==> config.mk <==
export PLATFORM = sky130hd
export DESIGN_NAME = adder_rr_arbiter
export DESIGN_NICKNAME = d
export VERILOG_FILES = /design/src/rtl/adder_rr_arbiter.sv
export SDC_FILE = /design/constraint.sdc
export NUM_CORES = 1
export LEC_CHECK = 0
export CAP_MARGIN = 20
export CORE_ASPECT_RATIO = 1.25
export CORE_MARGIN = 2
export CORE_UTILIZATION = 35
export CTS_CLUSTER_DIAMETER = 60
export CTS_CLUSTER_SIZE = 8
export DETAILED_ROUTE_END_ITERATION = 10
export PLACE_DENSITY_LB_ADDON = 0.2
export SETUP_SLACK_MARGIN = 0.02
export SLEW_MARGIN = 15
export SYNTH_ARGS = -nofsm -noshare
export SYNTH_HDL_FRONTEND = slang
export SYNTH_SLANG_ARGS = --single-unit
==> constraint.sdc <==
create_clock -name clk -period 10.7 [get_ports clk]
set_input_delay 2.675 -clock clk [delete_from_list [all_inputs] [get_ports clk]]
set_output_delay 2.675 -clock clk [all_outputs]
set_load 0.01 [all_outputs]
==> src/rtl/adder_rr_arbiter.sv <==
// Purpose    : one shared WIDTH-bit adder, granted to NUM_REQ requesters in round-robin order.
// Latency    : sum/carry/id appear one cycle after req_valid & req_ready.
// Backpressure: one-entry output register; while it is full and rsp_ready=0, all req_ready stay 0.
//
// Ports
//   clk, rst               rising-edge clock, synchronous active-high reset
//   req_valid[NUM_REQ]     requester i has operands pending
//   req_in1/req_in2        packed operands, slice i = [i*WIDTH +: WIDTH]
//   req_ready[NUM_REQ]     one-hot (or zero) grant for this cycle
//   rsp_valid/rsp_ready    result handshake
//   rsp_sum/rsp_carry      {carry, sum} = in1 + in2 of the granted requester
//   rsp_id                 index of the requester that produced the result

`ifndef INSTRUCTION_SIZE
`define INSTRUCTION_SIZE 32
`endif

// Plain unsigned adder with carry-out; the shared resource being arbitrated.
module adder #(
  parameter int WIDTH = 32
) (
  input  logic [WIDTH-1:0] a_i,
  input  logic [WIDTH-1:0] b_i,
  output logic [WIDTH-1:0] sum_o,
  output logic             carry_o
);
  assign {carry_o, sum_o} = {1'b0, a_i} + {1'b0, b_i};
endmodule

module adder_rr_arbiter #(
  parameter int NUM_REQ = 2,
  parameter int WIDTH   = `INSTRUCTION_SIZE,
  parameter int ID_W    = (NUM_REQ > 1) ? $clog2(NUM_REQ) : 1
) (
  input  logic                       clk,
  input  logic                       rst,
  input  logic [NUM_REQ-1:0]         req_valid,
  input  logic [NUM_REQ*WIDTH-1:0]   req_in1,
  input  logic [NUM_REQ*WIDTH-1:0]   req_in2,
  output logic [NUM_REQ-1:0]         req_ready,
  output logic                       rsp_valid,
  input  logic                       rsp_ready,
  output logic [WIDTH-1:0]           rsp_sum,
  output logic                       rsp_carry,
  output logic [ID_W-1:0]            rsp_id
);

  typedef enum logic {
    S_EMPTY = 1'b0,
    S_FULL  = 1'b1
  } state_e;

  // Pointer reset value makes requester 0 the first one searched.
  localparam logic [ID_W-1:0] PTR_RST = ID_W'(NUM_REQ - 1);

  state_e           state_q, state_d;
  logic [ID_W-1:0]  ptr_q, ptr_d;
  logic [WIDTH-1:0] sum_q, sum_d;
  logic             carry_q, carry_d;
  logic [ID_W-1:0]  id_q, id_d;

  logic             accept;
  logic             found;
  logic             grant_vld;
  logic [ID_W-1:0]  win_idx;
  logic [ID_W-1:0]  cand;
  logic [WIDTH-1:0] op_a, op_b;
  logic [WIDTH-1:0] add_sum;
  logic             add_carry;

  // Round-robin search: start one past the last winner and wrap.
  always_comb begin
    found   = 1'b0;
    win_idx = '0;
    cand    = '0;
    for (int k = 1; k <= NUM_REQ; k++) begin
      cand = ID_W'((int'(ptr_q) + k) % NUM_REQ);
      if (!found && req_valid[cand]) begin
        found   = 1'b1;
        win_idx = cand;
      end
    end
  end

  assign grant_vld = found & accept;

  // Operand mux feeding the single shared adder.
  assign op_a = req_in1[int'(win_idx)*WIDTH +: WIDTH];
  assign op_b = req_in2[int'(win_idx)*WIDTH +: WIDTH];

  adder #(.WIDTH(WIDTH)) u_adder (
    .a_i     (op_a),
    .b_i     (op_b),
    .sum_o   (add_sum),
    .carry_o (add_carry)
  );

  // State / datapath register.
  always_ff @(posedge clk) begin
    if (rst) begin
      state_q <= S_EMPTY;
      ptr_q   <= PTR_RST;
      sum_q   <= '0;
      carry_q <= 1'b0;
      id_q    <= '0;
    end else begin
      state_q <= state_d;
      ptr_q   <= ptr_d;
      sum_q   <= sum_d;
      carry_q <= carry_d;
      id_q    <= id_d;
    end
  end

  // Next-state logic. A grant always (re)fills the register, so FULL stays
  // FULL on a back-to-back transfer; it only drains when nothing is granted.
  always_comb begin
    state_d = state_q;
    ptr_d   = ptr_q;
    sum_d   = sum_q;
    carry_d = carry_q;
    id_d    = id_q;
    case (state_q)
      S_EMPTY: if (grant_vld) state_d = S_FULL;
      S_FULL:  if (!grant_vld && rsp_ready) state_d = S_EMPTY;
      default: state_d = S_EMPTY;
    endcase
    if (grant_vld) begin
      ptr_d   = win_idx;
      sum_d   = add_sum;
      carry_d = add_carry;
      id_d    = win_idx;
    end
  end

  // Outputs. Acceptance depends only on the output register, never on which
  // requester produced the result it holds.
  always_comb begin
    accept    = !rst && ((state_q == S_EMPTY) || rsp_ready);
    rsp_valid = (state_q == S_FULL);
    req_ready = '0;
    if (grant_vld) req_ready[win_idx] = 1'b1;
  end

  assign rsp_sum   = sum_q;
  assign rsp_carry = carry_q;
  assign rsp_id    = id_q;

endmodule

==> results.cfg <==
[power]
swShare_pct = 36.32
internal_power_mw = 0.4452
p_seq_share_pct = 25.3
p_per_area_nw_per_um2 = 121.0
p_leak_nw = 2.288
p_switching_mw = 0.2539
power.total_mw = 0.6991
clockPowerShare_pct = 21.0
peakVddDrop_v = 0.00005633
p_comb_share_pct = 53.7

[synth]
yosysWarnings = 0
netlist_top_cells_area = dfxtp_1, mux2_2, ha_1
synth_most_common_cell = mux2_2
syn_nets = 642
ys.flop_type = dfxtp_1
ys_types = 55
netlist_area_sq_um = 3841
ys_seq_elements = 36
netlist.area_leader.share_pct = 18.76
synth_commonest_cells = mux2_2, a21oi_1, nand3_1
syn_inst = 476
synth.largest_area_cell = dfxtp_1
syn_area_per_cell_sq_um = 8.070
synth-edff-count = 0
synthArstFlopShare_pct = 0
seq_area_frac_synth_pct = 18.76

[critical_path]
rr_startpoint = ptr_q
crit_path_end_kind = output pin
slowest_delay_ns = 0.58
crit_path_top_delay_cell = or3_2
r2r-end = rsp_sum[31]
r2r_slack_ns = 6.56
worst-setup-path-type = input port to output pin
cp.arrival_ns = 4.84
rr_worst_depth = 11
path_cells = clkdlybuf4s50_1, nor2_1, or3_2, buf_12, nor2_1, clkdlybuf4s50_1
crit_path_max_fanout = 53
cp.required_ns = 8.03
critPathLaunchType = input port

[outcome]
outcome = finished, final reports clean

[layout]
drive_gt1_share_pct = 14.42
area_growth_pct = 50.46
design_area_sq_um = 5779
fillers = 1024
nNetsFinal = 796
utilization_pct = 54.18
n_antenna_cell = 0

[sta]
fin_skew_ns = 0.005759
max_freq_mhz = 133.1
relSlewSlack_pct = 52.90
setup_viol = 0
drv_slew = 0
worst_pin_slew_ns = 0.7047
hold_viol_final = 0
fin_tns_setup_ns = 0
final.min_clock_period_ns = 7.510
rsz0062_at_grt = no
finalCritPeriodShare_pct = 70.19
whs_ns = 0.4597

[min_path]
holdPathEnd = rsp_sum[26]
min_from = rsp_sum[26]
hold_path.class = flip-flop to flip-flop
whs_path_depth = 2

[run]
maxCapViolations = 0

[place]
io_buffers = 169
hpwl_mm = 9.138
place_congestion = 0.8090
dpl_cell_area_sq_um = 5610

[cts]
cts_tree = yes
hold_buffers = 0
cts_buffers = 5
cts.sinks = 36
htreeDepth = 2
cts_setup_buffers = 0
cts-root-buf = clkbuf_16
clock_path_buffers = 2
insertion_delay_ns = 0.28
cts_resized = 0
clk_pin_slew_ns = 0.06

[die]
initial_core_util_pct = 36.01
fp.dieH_um = 121.1
core_area_sq_um = 10670
die_w_um = 97.70
dieArea_sq_um = 11830
ioPinCount = 170
rows = 42

[global_route]
antenna_found_initial = 0
grt_max_degree = 67
use_met2_pct = 39.05
grt_busiest_layer = met2
grt.overflow.total = 0
grtUsageTotal_pct = 18.79
grt_use_met1_pct = 19.19
grt_pass1_vias = 4181
grt_first_pass_wirelength_mm = 18.67
grt_util_met3_pct = 3.456

[drt]
drtIter0Drc = 137
vias = 4113
post_drt_wl_per_cell_um = 14.87
wirelength_mm = 11.35
drc_errors = 0
detail-route-antenna-nets = 0
vias_per_cell = 5.391
drtPass1Iterations = 4
-- cell type report --
type / instances / area, sq um / area share, %
Timing Repair Buffer: 173 / 1734 / 30.01
Multi-Input combinational cell: 401 / 2962 / 51.24
Tap cell: 132 / 165.2 / 2.858
Clock inverter: 3 / 23.77 / 0.4113
Sequential cell: 36 / 720.7 / 12.47
Inverter: 13 / 48.80 / 0.8443
Clock buffer: 5 / 125.1 / 2.165
-- per-layer routing --
layer | routed length [um] | up-vias
met5 | 0 | -
met1 | 4261 | 1899
met2 | 6357 | 124
met3 | 587 | 12
li1 | - | 2078
met4 | 138 | 0
-- worst max-delay path: cells and delay by family --
kind	cells	cell delay, ns
buffers and inverters	3	1.35
AND/OR/NAND/NOR	3	0.79
-- power by group through the flow --
stage / clock, mW / combinational (mW) / sequential [mW]
3_3_place_gp: 0 / 0.370 / 0.180
6_report: 0.147 / 0.375 / 0.177
2_1_floorplan: 0 / 0.212 / 0.191
3_5_place_dp: 0 / 0.375 / 0.180
5_1_grt: 0.157 / 0.415 / 0.180
4_1_cts: 0.151 / 0.377 / 0.177
-- logic make-up (layout without fill, tap and decap cells) --
group / after synthesis / in the layout / synth area share, %
compound gates: 150 / 150 / 25.21
simple gates: 135 / 135 / 17.53
mux: 64 / 64 / 18.76
buf+inv: 39 / 194 / 4.462
flops: 36 / 36 / 18.76
fa+ha+maj: 33 / 33 / 10.94
xor+xnor: 19 / 19 / 4.332
-- placed cells by master, fill, tap and decap left out, drive strengths merged, types with 9 or more instances in the layout --
cell           synthesis  final
mux2                  64     64
nor2                  25     25
o21ai                 40     40
dfxtp                 36     36
a21oi                 44     44
ha                    32     32
a21o                  10     10
nand2                 31     31
clkdlybuf4s50          0    169
xor2                  12     12
inv                   13     13
nand3                 39     39
nor3                  10     10
and3                   9      9
o21a                  13     13
-- flip-flops by register name (all words and copies together), names as in the netlist --
name       count
rsp_id         1
rsp_sum       32
rsp_carry      1
rsp_valid      1
ptr_q          1
-- worst max path at each step --
stage                             from            to  slack [ns]  depth (start not counted)
final                     req_valid[0]  req_ready[0]        3.19                          6
after global routing      req_valid[0]  req_ready[0]        3.11                          6
after CTS                 req_valid[0]  req_ready[0]        2.95                          5
after detailed placement  req_valid[0]  req_ready[0]        2.95                          5
after global placement    req_valid[0]  req_ready[0]        3.01                          5
after floorplan              rsp_ready  req_ready[0]        4.42                          5
-- stage by stage --
step | setup WS, ns | std cells
finish | 3.190 | 763
global route | 3.113 | 763
CTS | 2.952 | 762
detailed placement | 2.948 | 754
global placement | 3.010 | 754
floorplan | 4.419 | 476
Note: power is estimated with default switching activity, not from simulation.
